==> src/rtl/dual_rail_encoder.sv <==
// rtl/dual_rail_encoder.sv - registered dual-rail 4-bit binary-to-Gray encoder with NULL/DATA hysteresis

module dual_rail_class (
    input  logic [3:0] rail_t,
    input  logic [3:0] rail_f,
    output logic       is_data,
    output logic       is_null,
    output logic       is_illegal
);
    // A pair is DATA only when exactly one rail is high, so (1,1) can never count as DATA.
    assign is_illegal = |(rail_t & rail_f);
    assign is_data    = &(rail_t ^ rail_f);
    assign is_null    = ~|(rail_t | rail_f);
endmodule

module dual_rail_encoder (
    input  logic clk,
    input  logic rst,
    input  logic A_t,
    input  logic A_f,
    input  logic B_t,
    input  logic B_f,
    input  logic C_t,
    input  logic C_f,
    input  logic D_t,
    input  logic D_f,
    output logic out3_t,
    output logic out3_f,
    output logic out2_t,
    output logic out2_f,
    output logic out1_t,
    output logic out1_f,
    output logic out0_t,
    output logic out0_f,
    output logic complete,
    output logic err
);
    typedef enum logic {
        S_NULL = 1'b0,
        S_DATA = 1'b1
    } state_t;

    state_t     state_q, state_d;
    logic [3:0] out_t_q, out_t_d;
    logic [3:0] out_f_q, out_f_d;
    logic       err_q, err_d;

    logic [3:0] in_t, in_f;
    logic [3:0] gray;
    logic       in_data, in_null, in_illegal;

    assign in_t = {A_t, B_t, C_t, D_t};
    assign in_f = {A_f, B_f, C_f, D_f};

    dual_rail_class u_class (
        .rail_t     (in_t),
        .rail_f     (in_f),
        .is_data    (in_data),
        .is_null    (in_null),
        .is_illegal (in_illegal)
    );

    // On a complete DATA word the _t rails are the binary value.
    assign gray = {in_t[3], in_t[3] ^ in_t[2], in_t[2] ^ in_t[1], in_t[1] ^ in_t[0]};

    always_comb begin
        state_d = state_q;
        out_t_d = out_t_q;
        out_f_d = out_f_q;
        err_d   = err_q | in_illegal;
        case (state_q)
            S_NULL: begin
                if (!in_illegal && in_data) begin
                    state_d = S_DATA;
                    out_t_d = gray;
                    out_f_d = ~gray;
                end
            end
            S_DATA: begin
                // Only a full NULL wavefront releases the held word.
                if (!in_illegal && in_null) begin
                    state_d = S_NULL;
                    out_t_d = 4'b0000;
                    out_f_d = 4'b0000;
                end
            end
            default: begin
                state_d = S_NULL;
                out_t_d = 4'b0000;
                out_f_d = 4'b0000;
            end
        endcase
    end

    always_ff @(posedge clk) begin
        if (rst) begin
            state_q <= S_NULL;
            out_t_q <= 4'b0000;
            out_f_q <= 4'b0000;
            err_q   <= 1'b0;
        end else begin
            state_q <= state_d;
            out_t_q <= out_t_d;
            out_f_q <= out_f_d;
            err_q   <= err_d;
        end
    end

    assign {out3_t, out2_t, out1_t, out0_t} = out_t_q;
    assign {out3_f, out2_f, out1_f, out0_f} = out_f_q;
    assign complete = (state_q == S_DATA);
    assign err      = err_q;
endmodule

==> config.mk <==
export PLATFORM = sky130hd
export DESIGN_NAME = dual_rail_encoder
export DESIGN_NICKNAME = d
export VERILOG_FILES = /design/src/rtl/dual_rail_encoder.sv
export SDC_FILE = /design/constraint.sdc
export NUM_CORES = 1
export LEC_CHECK = 0
export CAP_MARGIN = 20
export CORE_ASPECT_RATIO = 0.7
export CORE_UTILIZATION = 32
export CTS_BUF_LIST = sky130_fd_sc_hd__clkbuf_8 sky130_fd_sc_hd__clkbuf_16
export DETAILED_ROUTE_END_ITERATION = 6
export GPL_TIMING_DRIVEN = 0
export SLEW_MARGIN = 10
export SYNTH_ARGS = -nofsm -noshare
export SYNTH_HDL_FRONTEND = slang
export SYNTH_SLANG_ARGS = --single-unit
==> constraint.sdc <==
create_clock -name clk -period 4.95 [get_ports clk]
set_input_delay 0.99 -clock clk [delete_from_list [all_inputs] [get_ports clk]]
set_output_delay 0.99 -clock clk [all_outputs]
set_load 0.05 [all_outputs]
==> impl_metrics.json, run 1 <==
{
  "status": "finished, final reports clean",
  "gr-total-overflow": 0,
  "hold_viol": 0,
  "drt_iter0_markers": 24,
  "synth_commonest_cells": "dfxtp_1, inv_1",
  "grt_pass1_wl_um": 2970,
  "busiest_layer": "met2",
  "cts_buffer_depth": 2,
  "cts.sinks": 10,
  "leakagePower_nw": 0.338,
  "maxCapViolations": 0,
  "reg2reg_from": "complete$_SDFF_PP0_",
  "die_area_sq_um": 2220,
  "finalCritPeriodShare_pct": 59.0,
  "finalNetCount": 119,
  "gp_congestion": 0.828,
  "max_freq_mhz": 342,
  "track_usage_pct": 18.4,
  "ant_nets": 0,
  "cts_resized": 0,
  "end_kind": "flip-flop",
  "viasPerCell": 5.45,
  "n_fill_cell": 190,
  "clock_latency_ns": 0.24,
  "path_class": "in2reg",
  "wl_per_cell_um": 14.0,
  "slew_viol_final": 0,
  "worst-r2r-setup-slack_ns": 3.40,
  "postSynthAreaPerCell_sq_um": 8.36,
  "globalRouteMet1Util_pct": 23.4,
  "yosys.area_share.xor_xnor_pct": 4.03,
  "io_pins": 20,
  "netlist_area_sq_um": 652,
  "use_met2_pct": 28.9,
  "worstHoldPathType": "reg2reg",
  "synth_adder_area_share_pct": 15.4,
  "die_w_um": 55.9,
  "cts_made_buffers": 3,
  "rows": 13,
  "dieHeight_um": 39.8,
  "io_buffers": 18,
  "setup_viol": 0,
  "cp_max_fo": 10,
  "final_util_pct": 48.5,
  "crit_required_ns": 5.12,
  "setup.worst_path.start_class": "input pin",
  "ys_seq_elements": 10,
  "drt_wl_total_um": 1710,
  "rsz0062_at_grt": "no",
  "grt_max_degree": 11,
  "grt_util_met3_pct": 7.92,
  "whs_path_depth": 2,
  "n_antenna_cell": 0,
  "synth-main-ff-cell": "dfxtp_1",
  "synthSimpleGateAreaFrac_pct": 21.3,
  "ys_async_sr_fraction_pct": 0,
  "r2r-end": "out_t_q[1]$_SDFFE_PP0P_",
  "synth-seq-area-share_pct": 30.7,
  "synth_nets": 96,
  "hpwl_um": 1240,
  "grt_pass1_vias": 636,
  "synth_cell_types": 20,
  "hold_end": "err$_SDFF_PP0_",
  "hold_buffers": 0,
  "root_buffer": "clkbuf_8",
  "synthMuxAreaShare_pct": 0,
  "synth_top_area_share_pct": 30.7,
  "htreeDepth": 1,
  "synth_edf_count": 0,
  "ir_drop_mv": 0.177,
  "synth.area.top_cells": "dfxtp_1, ha_1, o221ai_1, a31oi_1, inv_1",
  "cts_tree": "done",
  "skew_ns": 0.00232,
  "antenna_found_initial": 0,
  "ff2ff_path_depth": 4,
  "synthCells": 78,
  "cts_setup_buffers": 0,
  "synth_area_leader_cell": "dfxtp_1",
  "cp.arrival_ns": 3.09,
  "synth_warnings": 0,
  "synth_top_family_by_area": "simple AND/OR/NAND/NOR gates",
  "start_util_pct": 34.5,
  "core_sq_um": 1890,
  "power_density_nw_per_um2": 277,
  "min_from": "err$_SDFF_PP0_",
  "setup_tns_ns": 0,
  "layout-drive-gt1-share_pct": 5.00,
  "syn_to_final_growth_pct": 40.3,
  "clk_pin_slew_ns": 0.05,
  "dr.pass1.iters": 4,
  "worstMarginPinSlew_ns": 0.908,
  "drc": 0,
  "via_count": 665,
  "synth_compound_area_share_pct": 20.0,
  "finalCriticalPeriod_ns": 2.92,
  "max_slew_margin_pct": 38.9
}
cell families (layout without fill, tap and decap cells):
group / after synthesis / in the layout
flops: 10 / 10
fa+ha+maj: 8 / 8
xor+xnor: 3 / 3
compound gates: 18 / 18
buf+inv: 15 / 37
simple gates: 24 / 24
flip-flops by register name (all words and copies together), names as in the netlist:
register and count:
err 1, out_f_q 4, out_t_q 4, complete 1
worst max-delay path by stage:
stage          start  slack [ns]                      end
2_1_floorplan    D_t        2.52  out_t_q[0]$_SDFFE_PP0P_
3_3_place_gp     C_t        1.84  out_t_q[1]$_SDFFE_PP0P_
3_5_place_dp     C_t        1.80  out_t_q[1]$_SDFFE_PP0P_
4_1_cts          C_t        2.05  out_t_q[1]$_SDFFE_PP0P_
5_1_grt          C_t        1.91  out_t_q[1]$_SDFFE_PP0P_
6_report         C_t        2.03  out_t_q[1]$_SDFFE_PP0P_
report_power, final:
part	internal (W)	switching, W	leakage (nW)	total, W
Clock	0.0000700	0.0000328	0.0288	0.000103
Combinational	0.0000237	0.0000393	0.228	0.0000630
Sequential	0.0000848	0.00000269	0.0812	0.0000875
cell type report:
| type | count | area [sq um] | area share (%) |
|---|---|---|---|
| Clock buffer | 4 | 55.1 | 6.02 |
| Tap cell | 22 | 27.5 | 3.01 |
| Multi-Input combinational cell | 53 | 395 | 43.2 |
| Sequential cell | 10 | 200 | 21.9 |
| Inverter | 10 | 37.5 | 4.10 |
| Buffer | 5 | 18.8 | 2.05 |
| Timing Repair Buffer | 18 | 180 | 19.7 |
worst max-delay path, stage by stage:
cell and delay, ns:
clkdlybuf4s50_1 0.56, inv_1 0.07, ha_1 0.41, inv_1 0.07, clkbuf_1 0.22, or4_1 0.59, a31oi_1 0.17
cell usage in the layout, fill, tap and decap left out, drive strengths merged:
| cell | n |
|---|---|
| or4 | 4 |
| clkdlybuf4s50 | 18 |
| nand4 | 6 |
| a31oi | 8 |
| nand2 | 8 |
| o221ai | 8 |
| nand3 | 1 |
| nor2 | 2 |
| o21ai | 1 |
| a21oi | 1 |
| xnor2 | 2 |
| ha | 8 |
| inv | 10 |
| dfxtp | 10 |
| nor4 | 1 |
| clkbuf | 7 |
| and4b | 1 |
| nand4b | 1 |
| xor2 | 1 |
| buf | 2 |
through the flow:
stage | worst slack, ns | cell area [sq um] | power (W) | hold WS [ns] | instances
after floorplan | 2.52 | 652 | 0.000128 | 0.699 | 78
after global placement | 1.84 | 860 | 0.000150 | 0.457 | 118
after global routing | 1.91 | 915 | 0.000267 | 0.498 | 122
after CTS | 2.05 | 915 | 0.000256 | 0.480 | 122
after detailed placement | 1.80 | 860 | 0.000151 | 0.473 | 118
final | 2.03 | 915 | 0.000253 | 0.474 | 122
layer usage:
metal	vias up	routed length, um
met4	0	10
met2	28	726
met3	2	142
met1	297	831
met5	-	0
li1	338	-
Note: power is estimated with default switching activity, not from simulation.
==> run 2, diff against run 1 <==
Clock period 4.95 ns to 2.4 ns, I/O delays scaled along.
==> impl_metrics.json, run 2 (synthesized netlist as in run 1, its figures left out) <==
{
  "status": "finished, final reports clean",
  "io_buffers": 18,
  "wl_per_cell_um": 14.2,
  "antenna_found_initial": 0,
  "rsz0062_at_grt": "no",
  "hold_viol": 0,
  "syn_to_final_growth_pct": 41.5,
  "root_buffer": "clkbuf_8",
  "clock_latency_ns": 0.24,
  "leakagePower_nw": 0.351,
  "busiest_layer": "met2",
  "setup_tns_ns": 0,
  "worst_slack_ns": 0.130,
  "dr.pass1.iters": 4,
  "slew_viol_final": 0,
  "hpwl_um": 1240,
  "io_pins": 20,
  "skew_ns": 0.00254,
  "slowest_stage": "or4_4",
  "finalCritPeriodShare_pct": 94.6,
  "globalRouteMet1Util_pct": 23.4,
  "drt_iter0_markers": 36,
  "crit_path_max_incr_delay_ns": 0.55,
  "gr-total-overflow": 0,
  "ir_drop_mv": 0.365,
  "drc": 0,
  "start_util_pct": 34.5,
  "setup.worst_path.start_class": "input pin",
  "max_freq_mhz": 440,
  "ant_nets": 0,
  "grt_util_met3_pct": 7.92,
  "critPathTopFamily": "simple AND/OR/NAND/NOR gates",
  "layout-drive-gt1-share_pct": 8.00,
  "hold_buffers": 0,
  "gp_congestion": 0.828,
  "track_usage_pct": 18.4,
  "die_area_sq_um": 2220,
  "cts.sinks": 10,
  "fin_area_sq_um": 922,
  "maxCapViolations": 0,
  "cts_buffer_depth": 2,
  "dieHeight_um": 39.8,
  "worst-r2r-setup-slack_ns": 0.91,
  "layout_commonest_cell": "clkdlybuf4s50_1",
  "setup_viol": 0,
  "drt_wl_total_um": 1740,
  "power_density_nw_per_um2": 568,
  "grt_pass1_wl_um": 2970,
  "cp.arrival_ns": 2.44,
  "n_antenna_cell": 0,
  "worstHoldPathType": "reg2reg",
  "use_met2_pct": 28.9,
  "top_regs": "out_f_q: 4 flops, out_t_q: 4 flops",
  "placed_area_sq_um": 860,
  "worstMarginPinSlew_ns": 0.978,
  "cp_max_fo": 4,
  "grt_pass1_vias": 636,
  "cp_cell_sequence": "clkdlybuf4s50_1 > ha_1 > or4_4 > or4_1 > a31oi_1",
  "final_cell_mix": "clkdlybuf4s50_1, inv_1, dfxtp_1",
  "core_sq_um": 1890,
  "via_count": 667,
  "finalCriticalPeriod_ns": 2.27,
  "rows": 13,
  "cts_made_buffers": 3,
  "n_fill_cell": 189,
  "pre_cts_ws_ns": -0.243,
  "cp_num_buf_inv": 1,
  "end_kind": "flip-flop",
  "path_class": "in2reg",
  "die_w_um": 55.9,
  "cts_tree": "done",
  "clk_pin_slew_ns": 0.05,
  "max_slew_margin_pct": 34.2,
  "viasPerCell": 5.47,
  "finalNetCount": 119,
  "crit_required_ns": 2.57,
  "htreeDepth": 1,
  "grt_max_degree": 11
}
==> run 2: cell types whose count changed in the layout (fill, tap and decap cells not counted) <==
cell / before / now
clkbuf_1: 3 / 1
clkbuf_2: 0 / 2
clkdlybuf4s50_1: 18 / 17
dlymetal6s2s_1: 0 / 1
ha_1: 8 / 7
ha_2: 0 / 1
==> run 2: stage by stage <==
stage | std cells | utilization, % | power (W) | hold WS (ns)
final | 122 | 48.9 | 0.000524 | 0.474
after global routing | 122 | 48.9 | 0.000552 | 0.498
after CTS | 122 | 48.5 | 0.000528 | 0.480
after detailed placement | 118 | 45.6 | 0.000312 | 0.473
after global placement | 118 | 45.6 | 0.000309 | 0.457
after floorplan | 78 | - | 0.000263 | 0.670
==> run 2: what timing repair did <==
action | 4_1_cts | 5_1_grt
buffers inserted | 0 | 0
gates resized for setup | 0 | 6
endpoints found under the setup margin | 0 | 3
==> run 2: routing by layer <==
layer  share of wire, %  routed length, um
met5                  0                  0
met4               0.58                 10
met3                8.5                148
met2                 42                730
met1                 49                845
==> run 2: path summary, 6_finish.rpt <==
path | end | depth (start not counted) | start
worst min-delay path | err$_SDFF_PP0_ | 2 | err$_SDFF_PP0_
worst max register to register | out_t_q[1]$_SDFFE_PP0P_ | 4 | complete$_SDFF_PP0_
worst min register to register | err$_SDFF_PP0_ | 2 | err$_SDFF_PP0_
worst max-delay path | out_t_q[1]$_SDFFE_PP0P_ | 5 | D_t
==> run 2: layout make-up <==
cell class              instances  area, sq um  area share, %
inverters                      10         37.5           4.07
repair buffers                 18          183           19.8
flip-flops and latches         10          200           21.7
multi-input cells              53          398           43.1
well taps                      22         27.5           2.99
clock buffers                   4         55.1           5.97
plain buffers                   5         21.3           2.31
==> run 2: power by group <==
group,switching [W],internal (W)
Clock,0.0000675,0.000144
Sequential,0.00000566,0.000175
Combinational,0.0000816,0.0000500
==> run 2: worst register-to-register path, cell delays in order, from the launching register on <==
cell,delay [ns]
dfxtp_1,0.32
nand4b_1,0.19
clkbuf_2,0.21
or4_1,0.53
a31oi_1,0.17
